## src/rtl/zilla_div_pkg.sv

```systemverilog
// Shared RV32M decode constants, FSM encoding and op-class helpers for the divider issue stage.
package zilla_div_pkg;

  localparam int unsigned INSN_W = 32;

  localparam logic [INSN_W-1:0] MULDIV_DIV_MASK  = 32'hFE00_407F;
  localparam logic [INSN_W-1:0] MULDIV_DIV_MATCH = 32'h0200_4033;

  localparam logic [2:0] F3_DIV  = 3'b100;
  localparam logic [2:0] F3_DIVU = 3'b101;
  localparam logic [2:0] F3_REM  = 3'b110;
  localparam logic [2:0] F3_REMU = 3'b111;

  typedef enum logic [2:0] {
    ST_IDLE  = 3'd0,
    ST_ISSUE = 3'd1,
    ST_WAIT  = 3'd2,
    ST_RESP  = 3'd3,
    ST_DRAIN = 3'd4
  } state_e;

  // OP major opcode, MULDIV funct7, funct3 in 1xx
  function automatic logic is_legal_div(input logic [INSN_W-1:0] insn);
    return (insn & MULDIV_DIV_MASK) == MULDIV_DIV_MATCH;
  endfunction

  function automatic logic is_div(input logic [2:0] funct3);
    return (funct3 == F3_DIV) || (funct3 == F3_DIVU);
  endfunction

  function automatic logic is_rem(input logic [2:0] funct3);
    return (funct3 == F3_REM) || (funct3 == F3_REMU);
  endfunction

  function automatic logic is_signed(input logic [2:0] funct3);
    return (funct3 == F3_DIV) || (funct3 == F3_REM);
  endfunction

endpackage

```

## src/rtl/zilla_div_req_fifo.sv

```systemverilog
// Synchronous request FIFO with flush; head is read combinationally from storage.
module zilla_div_req_fifo #(
  parameter int unsigned WIDTH = 8,
  parameter int unsigned DEPTH = 4
) (
  input  logic             clk_i,
  input  logic             rst_i,
  input  logic             flush_i,
  input  logic             push_i,
  input  logic             pop_i,
  input  logic [WIDTH-1:0] wr_data_i,
  output logic [WIDTH-1:0] head_c,
  output logic             full_c,
  output logic             empty_c
);

  localparam int unsigned PTR_W = (DEPTH > 1) ? $clog2(DEPTH) : 1;
  localparam int unsigned CNT_W = PTR_W + 1;

  logic [WIDTH-1:0] mem_q [DEPTH];
  logic [WIDTH-1:0] mem_d [DEPTH];
  logic [PTR_W-1:0] wr_ptr_q, wr_ptr_d;
  logic [PTR_W-1:0] rd_ptr_q, rd_ptr_d;
  logic [CNT_W-1:0] cnt_q, cnt_d;
  logic             do_push_c;
  logic             do_pop_c;

  assign full_c    = (cnt_q == CNT_W'(DEPTH));
  assign empty_c   = (cnt_q == '0);
  assign head_c    = mem_q[rd_ptr_q];
  assign do_push_c = push_i & ~full_c;
  assign do_pop_c  = pop_i & ~empty_c;

  // Flush wins over any push or pop in the same cycle
  always_comb begin
    mem_d    = mem_q;
    wr_ptr_d = wr_ptr_q;
    rd_ptr_d = rd_ptr_q;
    cnt_d    = cnt_q;
    if (flush_i) begin
      wr_ptr_d = '0;
      rd_ptr_d = '0;
      cnt_d    = '0;
    end else begin
      if (do_push_c) begin
        mem_d[wr_ptr_q] = wr_data_i;
        wr_ptr_d        = wr_ptr_q + PTR_W'(1);
      end
      if (do_pop_c) begin
        rd_ptr_d = rd_ptr_q + PTR_W'(1);
      end
      cnt_d = cnt_q + CNT_W'(do_push_c) - CNT_W'(do_pop_c);
    end
  end

  always_ff @(posedge clk_i) begin
    if (rst_i) begin
      for (int i = 0; i < int'(DEPTH); i++) begin
        mem_q[i] <= '0;
      end
      wr_ptr_q <= '0;
      rd_ptr_q <= '0;
      cnt_q    <= '0;
    end else begin
      mem_q    <= mem_d;
      wr_ptr_q <= wr_ptr_d;
      rd_ptr_q <= rd_ptr_d;
      cnt_q    <= cnt_d;
    end
  end

endmodule

```

## src/rtl/zilla_div_issue.sv

```systemverilog
// In-order issue/return stage in front of the RV32M divider; one op in flight at a time.
// Define ZILLA_DIV_FASTPATH_EN to resolve divide-by-zero and signed overflow without the divider.
module zilla_div_issue
  import zilla_div_pkg::*;
#(
  parameter int unsigned DATA_WIDTH = 32,
  parameter int unsigned DEPTH      = 4,
  parameter int unsigned TAG_WIDTH  = 5
) (
  input  logic                  clk_i,
  input  logic                  rst_i,
  input  logic                  flush_i,
  input  logic                  req_valid_i,
  output logic                  req_ready_o,
  input  logic [INSN_W-1:0]     req_opcode_i,
  input  logic [DATA_WIDTH-1:0] req_dividend_i,
  input  logic [DATA_WIDTH-1:0] req_divisor_i,
  input  logic [TAG_WIDTH-1:0]  req_tag_i,
  output logic                  div_valid_o,
  output logic [INSN_W-1:0]     div_opcode_o,
  output logic [DATA_WIDTH-1:0] div_dividend_o,
  output logic [DATA_WIDTH-1:0] div_divisor_o,
  input  logic                  div_busy_i,
  input  logic                  div_valid_i,
  input  logic [DATA_WIDTH-1:0] div_result_i,
  output logic                  rsp_valid_o,
  input  logic                  rsp_ready_i,
  output logic [DATA_WIDTH-1:0] rsp_result_o,
  output logic [TAG_WIDTH-1:0]  rsp_tag_o,
  output logic                  rsp_err_o
);

  localparam int unsigned ENTRY_W = INSN_W + 2 * DATA_WIDTH + TAG_WIDTH + 1;

  state_e                state_q, state_d;
  logic [DATA_WIDTH-1:0] rsp_result_q, rsp_result_d;
  logic [TAG_WIDTH-1:0]  rsp_tag_q, rsp_tag_d;
  logic                  rsp_err_q, rsp_err_d;

  logic [ENTRY_W-1:0]    wr_entry_c;
  logic [ENTRY_W-1:0]    head_c;
  logic [INSN_W-1:0]     head_opcode_c;
  logic [DATA_WIDTH-1:0] head_dividend_c;
  logic [DATA_WIDTH-1:0] head_divisor_c;
  logic [TAG_WIDTH-1:0]  head_tag_c;
  logic                  head_err_c;
  logic                  full_c;
  logic                  empty_c;
  logic                  push_c;
  logic                  pop_c;

  // Legality is decided once at enqueue so the head carries its own error flag
  assign wr_entry_c = {req_opcode_i, req_dividend_i, req_divisor_i, req_tag_i,
                       ~is_legal_div(req_opcode_i)};
  assign {head_opcode_c, head_dividend_c, head_divisor_c, head_tag_c, head_err_c} = head_c;
  assign push_c     = req_valid_i & ~full_c;

  zilla_div_req_fifo #(
    .WIDTH (ENTRY_W),
    .DEPTH (DEPTH)
  ) u_req_fifo (
    .clk_i     (clk_i),
    .rst_i     (rst_i),
    .flush_i   (flush_i),
    .push_i    (push_c),
    .pop_i     (pop_c),
    .wr_data_i (wr_entry_c),
    .head_c    (head_c),
    .full_c    (full_c),
    .empty_c   (empty_c)
  );

`ifdef ZILLA_DIV_FASTPATH_EN
  localparam logic [DATA_WIDTH-1:0] MIN_INT = {1'b1, {(DATA_WIDTH-1){1'b0}}};

  logic [2:0]            head_funct3_c;
  logic                  fast_hit_c;
  logic [DATA_WIDTH-1:0] fast_result_c;

  assign head_funct3_c = head_opcode_c[14:12];

  // RISC-V defined results for x/0 and MIN_INT/-1
  always_comb begin
    fast_hit_c    = 1'b0;
    fast_result_c = '0;
    if (head_divisor_c == '0) begin
      fast_hit_c    = 1'b1;
      fast_result_c = is_rem(head_funct3_c) ? head_dividend_c : '1;
    end else if (is_signed(head_funct3_c) && (head_dividend_c == MIN_INT) &&
                 (head_divisor_c == '1)) begin
      fast_hit_c    = 1'b1;
      fast_result_c = is_div(head_funct3_c) ? MIN_INT : '0;
    end
  end
`endif

  always_comb begin
    state_d      = state_q;
    rsp_result_d = rsp_result_q;
    rsp_tag_d    = rsp_tag_q;
    rsp_err_d    = rsp_err_q;
    pop_c        = 1'b0;

    unique case (state_q)
      ST_IDLE: begin
        if (!empty_c) begin
          if (head_err_c) begin
            state_d      = ST_RESP;
            rsp_result_d = '0;
            rsp_tag_d    = head_tag_c;
            rsp_err_d    = 1'b1;
`ifdef ZILLA_DIV_FASTPATH_EN
          end else if (fast_hit_c) begin
            state_d      = ST_RESP;
            rsp_result_d = fast_result_c;
            rsp_tag_d    = head_tag_c;
            rsp_err_d    = 1'b0;
`endif
          end else if (!div_busy_i) begin
            state_d = ST_ISSUE;
          end
        end
      end
      ST_ISSUE: state_d = ST_WAIT;
      ST_WAIT: begin
        if (div_valid_i) begin
          state_d      = ST_RESP;
          rsp_result_d = div_result_i;
          rsp_tag_d    = head_tag_c;
          rsp_err_d    = 1'b0;
        end
      end
      ST_RESP: begin
        if (rsp_ready_i) begin
          pop_c   = 1'b1;
          state_d = ST_IDLE;
        end
      end
      ST_DRAIN: begin
        if (div_valid_i) begin
          state_d = ST_IDLE;
        end
      end
      default: state_d = ST_IDLE;
    endcase

    // A result landing in the flush cycle already retires the in-flight op
    if (flush_i) begin
      pop_c = 1'b0;
      unique case (state_q)
        ST_ISSUE: state_d = ST_DRAIN;
        ST_WAIT:  state_d = div_valid_i ? ST_IDLE : ST_DRAIN;
        ST_DRAIN: state_d = state_d;
        default:  state_d = ST_IDLE;
      endcase
    end
  end

  always_ff @(posedge clk_i) begin
    if (rst_i) begin
      state_q      <= ST_IDLE;
      rsp_result_q <= '0;
      rsp_tag_q    <= '0;
      rsp_err_q    <= 1'b0;
    end else begin
      state_q      <= state_d;
      rsp_result_q <= rsp_result_d;
      rsp_tag_q    <= rsp_tag_d;
      rsp_err_q    <= rsp_err_d;
    end
  end

  assign req_ready_o    = ~full_c;
  assign div_valid_o    = (state_q == ST_ISSUE);
  assign div_opcode_o   = head_opcode_c;
  assign div_dividend_o = head_dividend_c;
  assign div_divisor_o  = head_divisor_c;
  assign rsp_valid_o    = (state_q == ST_RESP);
  assign rsp_result_o   = rsp_result_q;
  assign rsp_tag_o      = rsp_tag_q;
  assign rsp_err_o      = rsp_err_q;

endmodule

```

## config.mk

```make
export PLATFORM = sky130hd
export DESIGN_NAME = zilla_div_issue
export DESIGN_NICKNAME = d
export VERILOG_FILES = /design/src/rtl/zilla_div_pkg.sv /design/src/rtl/zilla_div_req_fifo.sv /design/src/rtl/zilla_div_issue.sv
export SDC_FILE = /design/constraint.sdc
export NUM_CORES = 1
export LEC_CHECK = 0
export CORE_ASPECT_RATIO = 1.5
export CORE_MARGIN = 2
export CORE_UTILIZATION = 55
export DETAILED_ROUTE_END_ITERATION = 8
export HOLD_SLACK_MARGIN = 0.15
export PLACE_DENSITY = 0.86
export RECOVER_POWER = 100
export SYNTH_ARGS = -nofsm -noshare
export SYNTH_HDL_FRONTEND = slang
export SYNTH_SLANG_ARGS = --single-unit
```

## constraint.sdc

```tcl
create_clock -name clk_i -period 3 [get_ports clk_i]
set_input_delay 0.6 -clock clk_i [delete_from_list [all_inputs] [get_ports clk_i]]
set_output_delay 0.6 -clock clk_i [all_outputs]
set_load 0.02 [all_outputs]
```

==> run metrics <==
status=finished, violations left; failing checks=capacitance limit, slew limit; syn nets=2382; Final #Nets=2467; Yosys top cell by area=dfxtp_1; f_max=342 MHz; M2 GR Usage=0.498; sequential-to-total area share from yosys stat=0.475; Yosys cell types=41; critical path required time=2.40 ns; Worst Hold Depth=2; area of placed instances=21500 um^2; M3 GR Usage=0.0609; IO Port Bufs=276; Buffers & Inverters on Critical Path=2; crit-path cells=buf_16, mux4_2, clkdlybuf4s50_1; Ports=277; post-cts hold buffer count=0; Mapped Area=19200 um^2; Final Max Tran Viols=64; Worst Setup End Kind=primary output; Die Span X=157 um; pwr/cell area=550 nW/um^2; drt total wl=51800 um; clock root buffer=clkbuf_16; P_int=9670 uW; GRT Resource Usage Total=0.277; CP Depth=3; antenna violations before repair=1; GP Congestion=0.821; DP Worst Slack=0.0849 ns; clk_skew=0.0208 ns; Max Cap Viol=1; Hold Path Class=reg2reg; Sum Neg Setup Slack=0 ns; Startpoint Class=flop; Finished Layout Cells=2818; Crit Path Max Fanout=11; FF-to-FF path depth=5; Detailed Routing Iterations Pass 1=5; Setup WS post-layout=0.0801 ns; Area Growth Syn to Fin=18.4%; vias per inst=5.74; first-pass GRT wire length=81100 um; met1 Use GR=0.314; final hold violations=0; Reg power frac=0.496; Die Y=233 um; drt initial violations=1139; number of global-route vias before repair=16.2k; yosys warns=0; clock net sink count=456; Slew HR=-0.0352; Worst-Skew Late Latency=0.55 ns; Arr. time, crit path=2.32 ns; Switching Share=0.227; CTS Buf Count=43; #FFs+latches synth=456; final-report setup violation count=0; final worst path period share=0.973; largest net degree at the start of global routing=213; share of cells above drive strength 1=0.0932; RSZ-0062 raised after global routing=false; CTS clk-pin slew, worst paths=0.06 ns; post-DP HPWL=30000 um; Comb power frac=0.071; GR Overflow Total=0; fin crit period=2.92 ns; Synth Area per Inst=8.59 um^2; final instance area=22700 um^2; Syn Inst Count=2235; switching power total=2840 uW; Row Count=83; R2R Setup Slk=0.20 ns; WS Path Type=reg2out; Die ar.=36500 um^2; CTS H-tree lvls=2; static leakage=0.00790 uW; Max clock buf depth=3; CTS tree=built; post-layout util=0.661; Initial Util=0.559; measured slew at the worst slew-check pin=1.55 ns; Clock power frac=0.433; DR WL/cell=18.4 um; Synth top area share=0.475; CP top delay family=buffers and inverters; peak supply drop=0.000568 V; Max stage delay on crit path=0.55 ns; antenna viol nets, final=0; DR vias=16.2k; slowest CP cell=clkdlybuf4s50_1; Core ar.=34400 um^2; busiest layer in global routing=met2; Synth area leaders=dfxtp_1, nand2_1, mux4_2; DRC viols=0; Post-Place Cells=2737
[synth_stat cells]
master     instances
a2111oi_0          1
a211o_1            1
a21oi_1          407
a22oi_1            1
a32oi_4            1
and3_1             1
and3b_1            1
and4b_1            4
buf_1              6
buf_2             69
buf_4            112
buf_6              1
clkbuf_1          83
clkbuf_2           3
dfxtp_1          456
fa_1               1
ha_1               6
inv_1              8
mux2i_1            5
mux4_2           102
nand2_1          844
nand2b_1           2
nand3_1            3
nand3b_1          34
nand4_1            2
nand4b_1           4
nor2_1            22
nor2b_1            3
nor3_1             4
nor3_2             1
nor3b_1            1
nor4_1             1
nor4bb_1           2
o21ai_0           29
o21ai_1            4
o221a_2            1
or2_2              2
or3_1              1
or3b_2             1
xnor2_1            3
xor2_1             2
[final timing paths]
path / from / endpoint
setup / recovery: u_req_fifo.rd_ptr_q[0] / div_divisor_o[17]
hold / removal: u_req_fifo.mem_q[107] / u_req_fifo.mem_q[107]
setup reg to reg: u_req_fifo.cnt_q[2] / u_req_fifo.mem_q[166]
hold reg to reg: u_req_fifo.mem_q[107] / u_req_fifo.mem_q[107]
[layout by cell type (no fill, tap or decap), types with 3 or more instances in the layout]
master           count
clkbuf_1            26
bufinv_16            3
o21ai_0             33
nand2_1            844
clkbuf_2             4
clkbuf_4             5
buf_4                9
nor2_1              22
xnor2_1              3
nand4b_1             4
nand3b_1            34
and4b_4              4
clkinv_2             9
mux2i_1              5
clkbuf_16           43
dlygate4sd3_1       41
inv_1                8
a21oi_1            407
ha_1                 6
buf_12              12
nor3_1               4
dfxtp_1            454
clkbuf_8            10
clkdlybuf4s50_1    144
nand3_1              3
buf_16               3
dlygate4sd2_1       71
mux4_2             102
[final cells by class]
class / count / area [um^2]
fill: 2666 / 11600
sequential: 456 / 9140
multi-input combinational: 1497 / 8500
timing repair buffer: 314 / 3080
clock buffer: 60 / 1240
tap: 467 / 584
clock inverter: 15 / 159
inverter: 8 / 30.0
antenna: 1 / 2.50
[sequential cells by signal, indices dropped and copies added (netlist names)]
register             count
u_req_fifo.mem_q       408
rsp_result_o            32
rsp_tag_o                5
state_q                  3
u_req_fifo.cnt_q         3
u_req_fifo.rd_ptr_q      2
u_req_fifo.wr_ptr_q      2
rsp_err_o                1
[kinds of logic after synthesis]
kind of cell | Yosys count | share of synthesized area
AOI/OAI and AO/OA | 445 | 0.118
xor gates and xnor gates | 5 | 0.00228
adders and majority gates | 7 | 0.00495
buffers and inverters | 282 | 0.0821
DFF | 456 | 0.475
muxes | 107 | 0.122
and+or+nand+nor | 933 | 0.195
[per-layer routing]
layer,wire length [um],vias up
met5,0,-
met4,1750,0
met3,4390,137
met2,26500,739
met1,19200,7794
li1,-,7519
[per-stage QoR]
step / hold WS (ns) / total power [uW]
3_5_place_dp: 0.443 / 7270
4_1_cts: 0.442 / 12600
5_1_grt: 0.465 / 12900
3_3_place_gp: 0.438 / 7240
6_report: 0.451 / 12500
2_1_floorplan: 0.433 / 6860
[worst min-delay path, cell delays in order, from the launching register on]
cell     delay, ns
dfxtp_1       0.30
nand2_1       0.05
a21oi_1       0.05
[timing repair]
item | in CTS | in global routing
cloned | 2 | 1
gates resized for setup | 73 | 20
setup endpoints to repair | 78 | 25
setup buffers | 0 | 2
[power groups by stage]
stage	combinational, uW	sequential (uW)	clock [uW]
2_1_floorplan	546	6320	0
3_3_place_gp	914	6320	0
3_5_place_dp	934	6330	0
4_1_cts	907	6200	5500
5_1_grt	950	6200	5740
6_report	889	6200	5420
No activity file was read; power rests on OpenSTA's default activity.
